### config.mk
export PLATFORM = sky130hd
export DESIGN_NAME = sgdmac_ar_scheduler
export DESIGN_NICKNAME = d
export VERILOG_FILES = /design/src/rtl/sgdmac_ar_scheduler.sv
export SDC_FILE = /design/constraint.sdc
export NUM_CORES = 1
export LEC_CHECK = 0
export BUFFER_PORTS_ARGS = -buffer_cell sky130_fd_sc_hd__buf_2
export CAP_MARGIN = 10
export CORE_ASPECT_RATIO = 1.4
export CORE_MARGIN = 2
export CORE_UTILIZATION = 43
export CTS_CLUSTER_SIZE = 8
export DETAILED_ROUTE_END_ITERATION = 10
export HOLD_SLACK_MARGIN = 0.1
export PLACE_DENSITY = 0.76
export SLEW_MARGIN = 30
export SYNTH_ARGS = -nofsm -noshare
export SYNTH_HDL_FRONTEND = slang
export SYNTH_SLANG_ARGS = --single-unit
### constraint.sdc
create_clock -name clk -period 2.4 [get_ports clk]
set_input_delay 0.12 -clock clk [delete_from_list [all_inputs] [get_ports clk]]
set_output_delay 0.12 -clock clk [all_outputs]
set_load 0.03 [all_outputs]
### src/rtl/sgdmac_ar_scheduler.sv
// Round-robin scheduler for the shared AXI AR channel. It caps outstanding
// bursts per requester and routes R-channel ready back by ID.
module sgdmac_ar_scheduler #(
  parameter int N_REQ    = 2,
  parameter int DATA_W   = 41,
  parameter int MAX_OUTS = 4,
  parameter int CW       = $clog2(MAX_OUTS + 1)
) (
  input  logic                    clk,
  input  logic                    rst_n,
  input  logic [N_REQ-1:0]        req_valid_i,
  output logic [N_REQ-1:0]        req_ready_o,
  input  logic [N_REQ*DATA_W-1:0] req_data_i,
  output logic [3:0]              arid_o,
  output logic [DATA_W-1:0]       ar_data_o,
  output logic                    arvalid_o,
  input  logic                    arready_i,
  input  logic [3:0]              rid_i,
  input  logic                    rvalid_i,
  input  logic                    rlast_i,
  output logic                    rready_o,
  input  logic [N_REQ-1:0]        req_rready_i,
  output logic [N_REQ*CW-1:0]     outs_cnt_o,
  output logic                    idle_o,
  output logic                    err_o
);

  localparam int PW = (N_REQ > 1) ? $clog2(N_REQ) : 1;
  localparam logic [0:0] S_IDLE  = 1'b0;
  localparam logic [0:0] S_ISSUE = 1'b1;
  localparam logic [CW-1:0] MAX_C = CW'(MAX_OUTS);

  logic [0:0]        state_q, state_d;
  logic [PW-1:0]     ptr_q, ptr_d;
  logic [3:0]        arid_q, arid_d;
  logic [DATA_W-1:0] ar_data_q, ar_data_d;
  logic [CW-1:0]     cnt_q [N_REQ];
  logic [CW-1:0]     cnt_d [N_REQ];
  logic              err_q, err_d;

  logic [N_REQ-1:0] eligible;
  logic             hi_found, lo_found, grant_found, accept;
  logic [3:0]       hi_idx, lo_idx, grant_idx;
  logic             rid_ok, r_last_hs, underflow;

  // Round-robin: lowest eligible index at or above ptr, else lowest overall.
  always_comb begin
    // NOTE: every combinational output gets a default first so no path infers a latch.
    hi_found = 1'b0;
    lo_found = 1'b0;
    hi_idx   = '0;
    lo_idx   = '0;
    for (int i = N_REQ - 1; i >= 0; i--) begin
      eligible[i] = req_valid_i[i] && (cnt_q[i] < MAX_C);
      if (eligible[i]) begin
        lo_found = 1'b1;
        lo_idx   = 4'(i);
        if (i >= int'(ptr_q)) begin
          hi_found = 1'b1;
          hi_idx   = 4'(i);
        end
      end
    end
    grant_found = hi_found | lo_found;
    grant_idx   = hi_found ? hi_idx : lo_idx;
    accept      = (state_q == S_IDLE) && grant_found;
    for (int i = 0; i < N_REQ; i++) begin
      req_ready_o[i] = accept && (grant_idx == 4'(i));
    end
  end

  // IDs outside the requester range are drained so the interconnect never stalls.
  always_comb begin
    rid_ok   = 1'b0;
    rready_o = 1'b1;
    for (int i = 0; i < N_REQ; i++) begin
      if (rid_i == 4'(i)) begin
        rid_ok   = 1'b1;
        rready_o = req_rready_i[i];
      end
    end
    r_last_hs = rvalid_i && rready_o && rlast_i && rid_ok;
  end

  always_comb begin
    underflow = 1'b0;
    for (int i = 0; i < N_REQ; i++) begin
      logic inc, dec;
      inc = accept && (grant_idx == 4'(i));
      dec = r_last_hs && (rid_i == 4'(i)) && (cnt_q[i] != '0);
      if (r_last_hs && (rid_i == 4'(i)) && (cnt_q[i] == '0)) underflow = 1'b1;
      cnt_d[i] = cnt_q[i];
      if (inc && !dec)      cnt_d[i] = cnt_q[i] + CW'(1);
      else if (dec && !inc) cnt_d[i] = cnt_q[i] - CW'(1);
    end
    err_d = err_q | (rvalid_i && rready_o && !rid_ok) | underflow;
  end

  always_comb begin
    state_d   = state_q;
    ptr_d     = ptr_q;
    arid_d    = arid_q;
    ar_data_d = ar_data_q;
    case (state_q)
      S_IDLE: begin
        if (accept) begin
          state_d = S_ISSUE;
          arid_d  = grant_idx;
          for (int i = 0; i < N_REQ; i++) begin
            if (grant_idx == 4'(i)) ar_data_d = req_data_i[i*DATA_W +: DATA_W];
          end
        end
      end
      default: begin
        if (arready_i) begin
          state_d = S_IDLE;
          ptr_d   = PW'((int'(arid_q) + 1) % N_REQ);
        end
      end
    endcase
  end

  always_ff @(posedge clk or negedge rst_n) begin
    if (!rst_n) begin
      state_q   <= S_IDLE;
      ptr_q     <= '0;
      arid_q    <= '0;
      ar_data_q <= '0;
      err_q     <= 1'b0;
      // NOTE: the counter array is reset because arbitration reads it right after reset.
      for (int i = 0; i < N_REQ; i++) cnt_q[i] <= '0;
    end else begin
      // NOTE: non-blocking updates so every register samples the pre-edge values.
      state_q   <= state_d;
      ptr_q     <= ptr_d;
      arid_q    <= arid_d;
      ar_data_q <= ar_data_d;
      err_q     <= err_d;
      for (int i = 0; i < N_REQ; i++) cnt_q[i] <= cnt_d[i];
    end
  end

  always_comb begin
    idle_o = (state_q == S_IDLE);
    for (int i = 0; i < N_REQ; i++) begin
      outs_cnt_o[i*CW +: CW] = cnt_q[i];
      if (cnt_q[i] != '0) idle_o = 1'b0;
    end
  end

  assign arvalid_o = (state_q == S_ISSUE);
  assign arid_o    = arid_q;
  assign ar_data_o = ar_data_q;
  assign err_o     = err_q;

endmodule

# [Word-level counts from Yosys, hierarchy flattened]
# Cells that the tools add are included.
[totals] register_bits=54 output_inout_bits=57 word_cells=83
[classes] reduce_logical=36 n_addsub=5 n_bitwise=4 n_lt_le_gt_ge=3 mux=26 n_eq_ne=2
[ops] op="$mux W41" n=2
[ops] op="$logic_and A1 B1 Y1" n=19
[ops] op="$mux W1" n=16
[ops] op="$mux W4" n=4
[ops] op="$mux W3" n=4
[ops] op="$eq A4 B1 Y1 const B" n=2
[ops] op="$logic_not A4 Y1" n=2
[ops] op="$add A3 B1 Y3 const B" n=2
[ops] op="$logic_not A3 Y1" n=2
[ops] op="$lt A3 B3 Y1 const B" n=2
[ops] op="$reduce_bool A2 Y1" n=3
[ops] op="$reduce_bool A3 Y1" n=2
[ops] op="$sub A3 B1 Y3 const B" n=2
[ops] op="$logic_not A1 Y1" n=5
[ops] op="$reduce_and A2 Y1" n=2
[ops] op="$or A1 B1 Y1" n=3
[ops] op="$reduce_and A3 Y1" n=1
[ops] op="$add A1 B1 Y1 const B" n=1
[ops] op="$ge A1 B1 Y1 const A" n=1
[ops] op="$not A1 Y1" n=1

# [Longest topological paths before layout]
# Gate-level depths: netlist of the first run.
[depth] depth_word=12 ltp_mapped=9 depth_no_buf=9

# [Worst setup path before layout of the first run]
# OpenSTA, ideal clock, no wires.
[synth_path] path_kind="reg2reg" startpoint="reg state_q, in the netlist arvalid_o" endpoint="reg cnt_q, in the netlist outs_cnt_o[2]" path_slack_ns=-0.126 setup_time_ns=0.081 required_time_ns=2.319 n_path_buf=1 path_stages_with_launch=10 t_arrival_ns=2.445 cell_sequence="dfrtp_1 -> nor3b_2 -> clkbuf_2 -> and2_1 -> ha_1 -> inv_1 -> fa_1 -> xor2_1 -> nor2_1 -> xor2_1"
[synth_between] elab_chain_cells=6
[synth_lines] item="from (decl)" line_no="33" rtl="logic [0:0] state_q, state_d;"
[synth_lines] item="from (signal assigned)" line_no="134" rtl="state_q <= state_d;"
[synth_lines] item="$not A1 Y1 (no line) *"
[synth_lines] item="$logic_and A1 B1 Y1 *" line_no="66" rtl="accept = (state_q == S_IDLE) && grant_found;"
[synth_lines] item="$logic_and A1 B1 Y1 *"
[synth_lines] item="via req_ready_o[0]" line_no="12" rtl="output logic [N_REQ-1:0] req_ready_o,"
[synth_lines] item="$logic_not A1 Y1" line_no="94" rtl="else if (dec && !inc) cnt_d[i] = cnt_q[i] - CW'(1);"
[synth_lines] item="$logic_and A1 B1 Y1" line_no="94"
[synth_lines] item="$reduce_bool A2 Y1 (no line)"
[synth_lines] item="to (decl)" line_no="37" rtl="logic [CW-1:0] cnt_q [N_REQ];"
# Mark *: on every way through the listed nets, which the timed path passes. The rest lies on a longest branch.
# A chain may end at the register's enable or synchronous reset.

# [Final worst setup path of the first run]
[layout_path] startpoint="reg cnt_q, in the netlist outs_cnt_o[2]" endpoint="reg cnt_q, in the netlist outs_cnt_o[2]"
[layout_between] elab_chain_cells=9
[layout_lines] item="$lt A3 B3 Y1" line_no="54" rtl="eligible[i] = req_valid_i[i] && (cnt_q[i] < MAX_C);"
[layout_lines] item="$logic_and A1 B1 Y1" line_no="54"
[layout_lines] item="$mux W4 / $mux W1 (equally long branches)" line_no="55" rtl="if (eligible[i]) begin"
[layout_lines] item="$mux W4 / $or A1 B1 Y1 (equally long branches)" line_no="65, 64"
[layout_lines] item="$logic_not A4 Y1 / $logic_and A1 B1 Y1 (equally long branches)" line_no="89, 66"
[layout_lines] item="$logic_and A1 B1 Y1" line_no="89" rtl="inc = accept && (grant_idx == 4'(i));"
[layout_lines] item="$logic_not A1 Y1" line_no="94"
[layout_lines] item="$logic_and A1 B1 Y1" line_no="94"
[layout_lines] item="$reduce_bool A2 Y1 (no line)"
# Several ways; a longest one is shown, not always the timed one. The select of a mux whose other input is x is not followed.

==> results of run 1 <==
[cell usage after synthesis, drive strengths merged]
library cell	number	area, um2
or3	2	12.51
nand3b	1	7.510
and2	1	6.260
o211ai	1	7.510
o21ai	1	5.000
clkbuf	8	35.03
nand4	1	6.260
ha	2	25.02
mux2	2	22.52
and3	42	262.8
dfrtp	51	1276
nor3b	2	25.02
nor3	3	26.28
a221o	41	410.4
nand2b	2	20.02
a21o	2	15.01
xnor2	2	17.52
nor2b	1	6.260
o21a	1	7.510
nand3	1	5.000
o32ai	1	8.760
conb	1	3.750
buf	12	123.9
nand2	4	15.01
nor2	3	11.26
fa	2	40.04
inv	3	11.26
xor2	4	35.03
a311o	1	10.01
[cells in the final DEF, fill, tap and decap left out, types with 3 or more instances in the layout]
cell           count
a221o_1           41
and3_1            42
buf_2            148
buf_4              5
clkbuf_8           5
conb_1             3
dfrtp_1           51
dlygate4sd3_1     44
inv_1              3
nand2_1            4
nor2_1             3
xor2_1             4
[worst max path at each step]
stage | start | to | slack, ps | cells after the start
after floorplan | arvalid_o | outs_cnt_o[2] | 1 | 9
after global placement | outs_cnt_o[2] | outs_cnt_o[2] | 350 | 8
after detailed placement | outs_cnt_o[2] | outs_cnt_o[2] | 220 | 8
after CTS | outs_cnt_o[2] | outs_cnt_o[2] | 200 | 8
after global routing | outs_cnt_o[2] | outs_cnt_o[2] | 100 | 8
final | outs_cnt_o[2] | outs_cnt_o[2] | 200 | 8
[cell type report]
class                   count  area, um2
inverters                   3      11.26
well taps                  68      85.08
multi-input cells         126       1027
clock inverters             2      37.54
repair buffers            197       1219
clock buffers               5      68.82
fillers                   442       1800
flip-flops and latches     51       1276
[critical path, delay by kind of cell (launching register included)]
kind	cells	cell delay [ps]
and+or+nand+nor	3	670
adders and majority gates	2	580
DFF	1	470
xor gates and xnor gates	2	330
buffers and inverters	1	70
[per-layer routing]
metal | vias to the layer above | wire length [um] | track usage
li1 | 1138 | - | -
met1 | 1161 | 2913 | 0.2724
met3 | 20 | 462 | 0.04813
met4 | 0 | 214 | 0.1133
met2 | 128 | 4071 | 0.4306
met5 | - | 0 | 0
[sequential cells by signal, indices dropped and copies added, names as in the netlist]
name,count
ar_data_o,41
arid_o,1
arvalid_o,1
err_o,1
outs_cnt_o,6
ptr_q,1
[power by group through the flow]
stage / logic [mW] / registers, mW / clock network (mW)
detailed placement: 2.46 / 1.57 / 0
finish: 2.53 / 1.56 / 0.572
global placement: 2.43 / 1.56 / 0
CTS: 2.53 / 1.56 / 0.596
floorplan: 1.03 / 2.34 / 0
global route: 2.70 / 1.62 / 0.621
[timing repair]
action	4_1_cts	5_1_grt
hold buffers	44	0
gates resized for setup	0	0
hold endpoints to repair	93	0
[logic make-up (layout without fill, tap and decap cells)]
kind of cell / after synthesis / count (layout) / synth area share
buf+inv: 23 / 207 / 0.06921
fa+ha+maj: 4 / 4 / 0.02646
simple gates: 63 / 63 / 0.1644
other cells: 1 / 3 / 0.001525
xor+xnor: 6 / 6 / 0.02137
compound gates: 48 / 48 / 0.1888
mux: 2 / 2 / 0.009160
flops: 51 / 51 / 0.5191
[through the flow]
step                utilization  setup slack, ps  hold slack (ps)  cells  power [mW]
floorplan                     -            1.016           -175.6    200       3.362
global route             0.6741            101.7            130.2    452       4.933
detailed placement       0.5752            223.9            276.0    401       4.040
finish                   0.6741            195.9            119.2    452       4.666
CTS                      0.6741            204.2            111.9    452       4.687
global placement         0.5752            347.0            267.8    401       3.991
==> flow_metrics.tcl, run 1 <==
set metrics [dict create \
    critPathRequiredTime_ps 2620 \
    whs_path_depth 3 \
    pin_count 152 \
    crit_chain "or3_1 > nand3_1 > ha_1 > inv_1 > fa_1 > xor2_1 > nor2_1 > xor2_1" \
    hold_path_class "input pin to register" \
    syn-cell-area_um2 2459 \
    setup_viol 0 \
    swShare 0.4579 \
    drt_iter0_drc 168 \
    rr_worst_depth 8 \
    skew_ps 3.737 \
    start_util 0.4450 \
    ys_ff_latch 51 \
    startpoint_type "register" \
    hold_end "arvalid_o" \
    power_switching_mw 2.136 \
    cts_htree_levels 2 \
    ant_nets 0 \
    port_buffers 148 \
    die_x_um 67.91 \
    max_slew_margin 0.5798 \
    min_period_over_period 0.9184 \
    cts_buffer_depth 2 \
    worstSetupPathType "register to register" \
    syn_inst 198 \
    combPwrFrac 0.542 \
    vias_per_cell 5.414 \
    diodes 0 \
    reg2reg_from "outs_cnt_o[2]" \
    setup_tns_ps 0 \
    min_from "arready_i" \
    cpMaxStageDelayCell "dfrtp_1" \
    synth_seq_area_share 0.5191 \
    chipHeight_um 93.47 \
    p_seq_frac 0.335 \
    clock-sinks 51 \
    regToRegEndpoint "outs_cnt_o[2]" \
    path_clk_slew_ps 90 \
    fin_nets 483 \
    fin_area_um2 3725 \
    grt_pass1_wl_um 11560 \
    status "finished clean" \
    drt_pass1_iterations 4 \
    drive_gt1_frac 0.4349 \
    dp_hpwl_um 4737 \
    hold_violations 0 \
    post-route-min-period_ps 2204 \
    leakagePower_nw 2.019 \
    antenna_found_initial 0 \
    placed_cell_area_um2 3178 \
    overflow 0 \
    syn2layout_area_growth_pct 51.50 \
    powerDensity_nw_per_um2 1253 \
    worst_ep_arrival_time_ps 2420 \
    ys_types 33 \
    worstSetupEndpointType "register" \
    drv_slew 0 \
    rsz0062_at_grt "false" \
    clk_latency_ps 290 \
    place.gp.congestion 0.7560 \
    tightest_slew_ps 630.4 \
    cp_max_fo 6 \
    cts_tree "yes" \
    max_freq_mhz 453.7 \
    root_buffer "clkbuf_8" \
    grt_max_degree 52 \
    vias 2447 \
    routedWlPerCell_um 16.95 \
    cp_common_cell "xor2_1" \
    coreArea_um2 5525 \
    r2r_setup_slack_ps 200 \
    max_stage_delay_ps 470 \
    rows 32 \
    syn_area_per_cell_um2 12.42 \
    drc 0 \
    grt.total_usage 0.2434 \
    vdd_drop_max_mv 0.7613 \
    routed_wl_um 7661 \
    maxCapViolCount 0 \
    grt_pass1_vias 2469 \
    power.internal_mw 2.529 \
    clock_power_share 0.122 \
    yosys_warnings 0 \
    postCtsSetupRepairBufs 0 \
    dieArea_um2 6347 \
    cts_buffers 5 \
]
(Power assumes the default switching activity.)
==> inputs of run 2 (changes only) <==
==> constraint.sdc (replaced) <==
create_clock -name clk -period 2.3 [get_ports clk]
set_input_delay 0.115 -clock clk [delete_from_list [all_inputs] [get_ports clk]]
set_output_delay 0.115 -clock clk [all_outputs]
set_load 0.03 [all_outputs]
==> run 2 against run 1 <==
Effect of this change:
- count of clock-buffer cells in the layout up 1
- via count grew 1.4%
- worst hold slack got worse by 2.5 ps
- clock power rose by 10%
- largest power group unchanged
- clock skew grew 2.1 ps
- sequential share of layout area is essentially flat
- non-clock buffer count unchanged
==> flow_metrics.tcl, run 2 (same netlist as run 1, synthesis figures left out) <==
set metrics [dict create \
    path_clk_slew_ps 90 \
    worst_ep_arrival_time_ps 2340 \
    dp.cells 401 \
    diodes 0 \
    drt_pass1_iterations 4 \
    coreArea_um2 5525 \
    cts_buffer_depth 2 \
    start_util 0.4450 \
    syn2layout_area_growth_pct 52.11 \
    vdd_drop_max_mv 0.7408 \
    die_x_um 67.91 \
    worstSetupEndpointType "register" \
    drt_iter0_drc 155 \
    startpoint_type "register" \
    overflow 0 \
    powerDensity_nw_per_um2 1307 \
    grt_pass1_vias 2398 \
    vias 2481 \
    min_period_over_period 0.9236 \
    ant_nets 0 \
    drc 0 \
    largest_reg_flops 41 \
    clk_latency_ps 290 \
    cpMaxStageDelayCell "dfrtp_2" \
    hold_path_class "input pin to register" \
    leakagePower_nw 2.030 \
    worstSetupPathType "register to register" \
    pin_count 152 \
    cts_buffers 5 \
    max_stage_delay_ps 470 \
    maxCapViolCount 0 \
    routedWlPerCell_um 15.86 \
    dp_hpwl_um 4669 \
    status "finished clean" \
    rows 32 \
    drv_slew 0 \
    grt.total_usage 0.2235 \
    place.gp.congestion 0.7935 \
    max_freq_mhz 470.7 \
    fillers 429 \
    crit_family "simple AND/OR/NAND/NOR gates" \
    chipHeight_um 93.47 \
    post-route-min-period_ps 2124 \
    dieArea_um2 6347 \
    antenna_found_initial 0 \
    mostFrequentLayoutCells "buf_2 (148), dfrtp_1 (48), dlygate4sd3_1 (44)" \
    root_buffer "clkbuf_8" \
    rsz0062_at_grt "false" \
    grt_pass1_wl_um 10930 \
    clock-sinks 51 \
    skew_ps 5.861 \
    postCtsSetupRepairBufs 0 \
    cts_tree "yes" \
    cts_resized 0 \
    vias_per_cell 5.477 \
    port_buffers 148 \
    hold_violations 0 \
    cts_htree_levels 2 \
    max_slew_margin 0.5804 \
    stdcell_count 453 \
    routed_wl_um 7184 \
    crit_buf_inv 1 \
    cp_max_fo 6 \
    final_common_cell "buf_2" \
    fin_nets 483 \
    setup_tns_ps 0 \
    cp_common_cell "xor2_1" \
    crit_chain "or3_1 > nand3_1 > ha_1 > inv_1 > fa_1 > xor2_1 > nor2_1 > xor2_1" \
    drive_gt1_frac 0.4442 \
    setup_viol 0 \
    critPathRequiredTime_ps 2510 \
    hold_buffers 44 \
    grt_max_degree 52 \
    tightest_slew_ps 629.4 \
]
## run 2: cell types whose count changed in the layout (fill, tap and decap cells not counted), sizes merged
cell / previous run / this run
clkinvlp: 1 / 0
clkinv: 0 / 1
clkbuf: 5 / 6
## run 2: metrics by stage
stage	instance area (um2)	hold slack [ps]	setup WS (ps)	power, mW	util
6_report	3740	116.7	175.6	4.886	0.6769
4_1_cts	3740	101.6	166.9	4.922	0.6769
2_1_floorplan	2477	-180.6	9.820	3.524	-
3_3_place_gp	3182	256.3	255.3	4.174	0.5759
3_5_place_dp	3182	266.1	180.7	4.210	0.5759
5_1_grt	3740	123.3	74.61	5.186	0.6769
## run 2: power by group
part | leakage, nW | internal, mW | switching, mW
clock network | 0.0612 | 0.352 | 0.277
logic | 1.35 | 0.994 | 1.62
registers | 0.621 | 1.33 | 0.307
total | 2.03 | 2.68 | 2.21
## run 2: final timing paths
path	end	from	cells past startpoint	slack (ps)
setup reg to reg	outs_cnt_o[2]	outs_cnt_o[2]	8	180
hold reg to reg	outs_cnt_o[5]	outs_cnt_o[5]	1	510
max in group asynchronous	outs_cnt_o[2]	rst_n	3	1380
min in group asynchronous	ar_data_o[28]	rst_n	3	450
hold / removal	err_o	rvalid_i	2	120
setup / recovery	outs_cnt_o[2]	outs_cnt_o[2]	8	180
## run 2: routing by layer
metal  global-route usage  up-vias  share of wire
li1                     -     1138              -
met1               0.2660     1182           0.38
met2               0.3897      138           0.52
met3              0.04091       23          0.070
met4              0.08667        0          0.029
met5                    0        -              0
## run 2: area by class of cell
cell class,count,area (um2),share of cell area
clock buffers,6,82.58,0.02208
clock inverters,2,35.03,0.009368
inverters,3,11.26,0.003011
multi-input cells,126,1027,0.2747
flip-flops and latches,51,1280,0.3423
well taps,68,85.08,0.02275
repair buffers,197,1219,0.3259
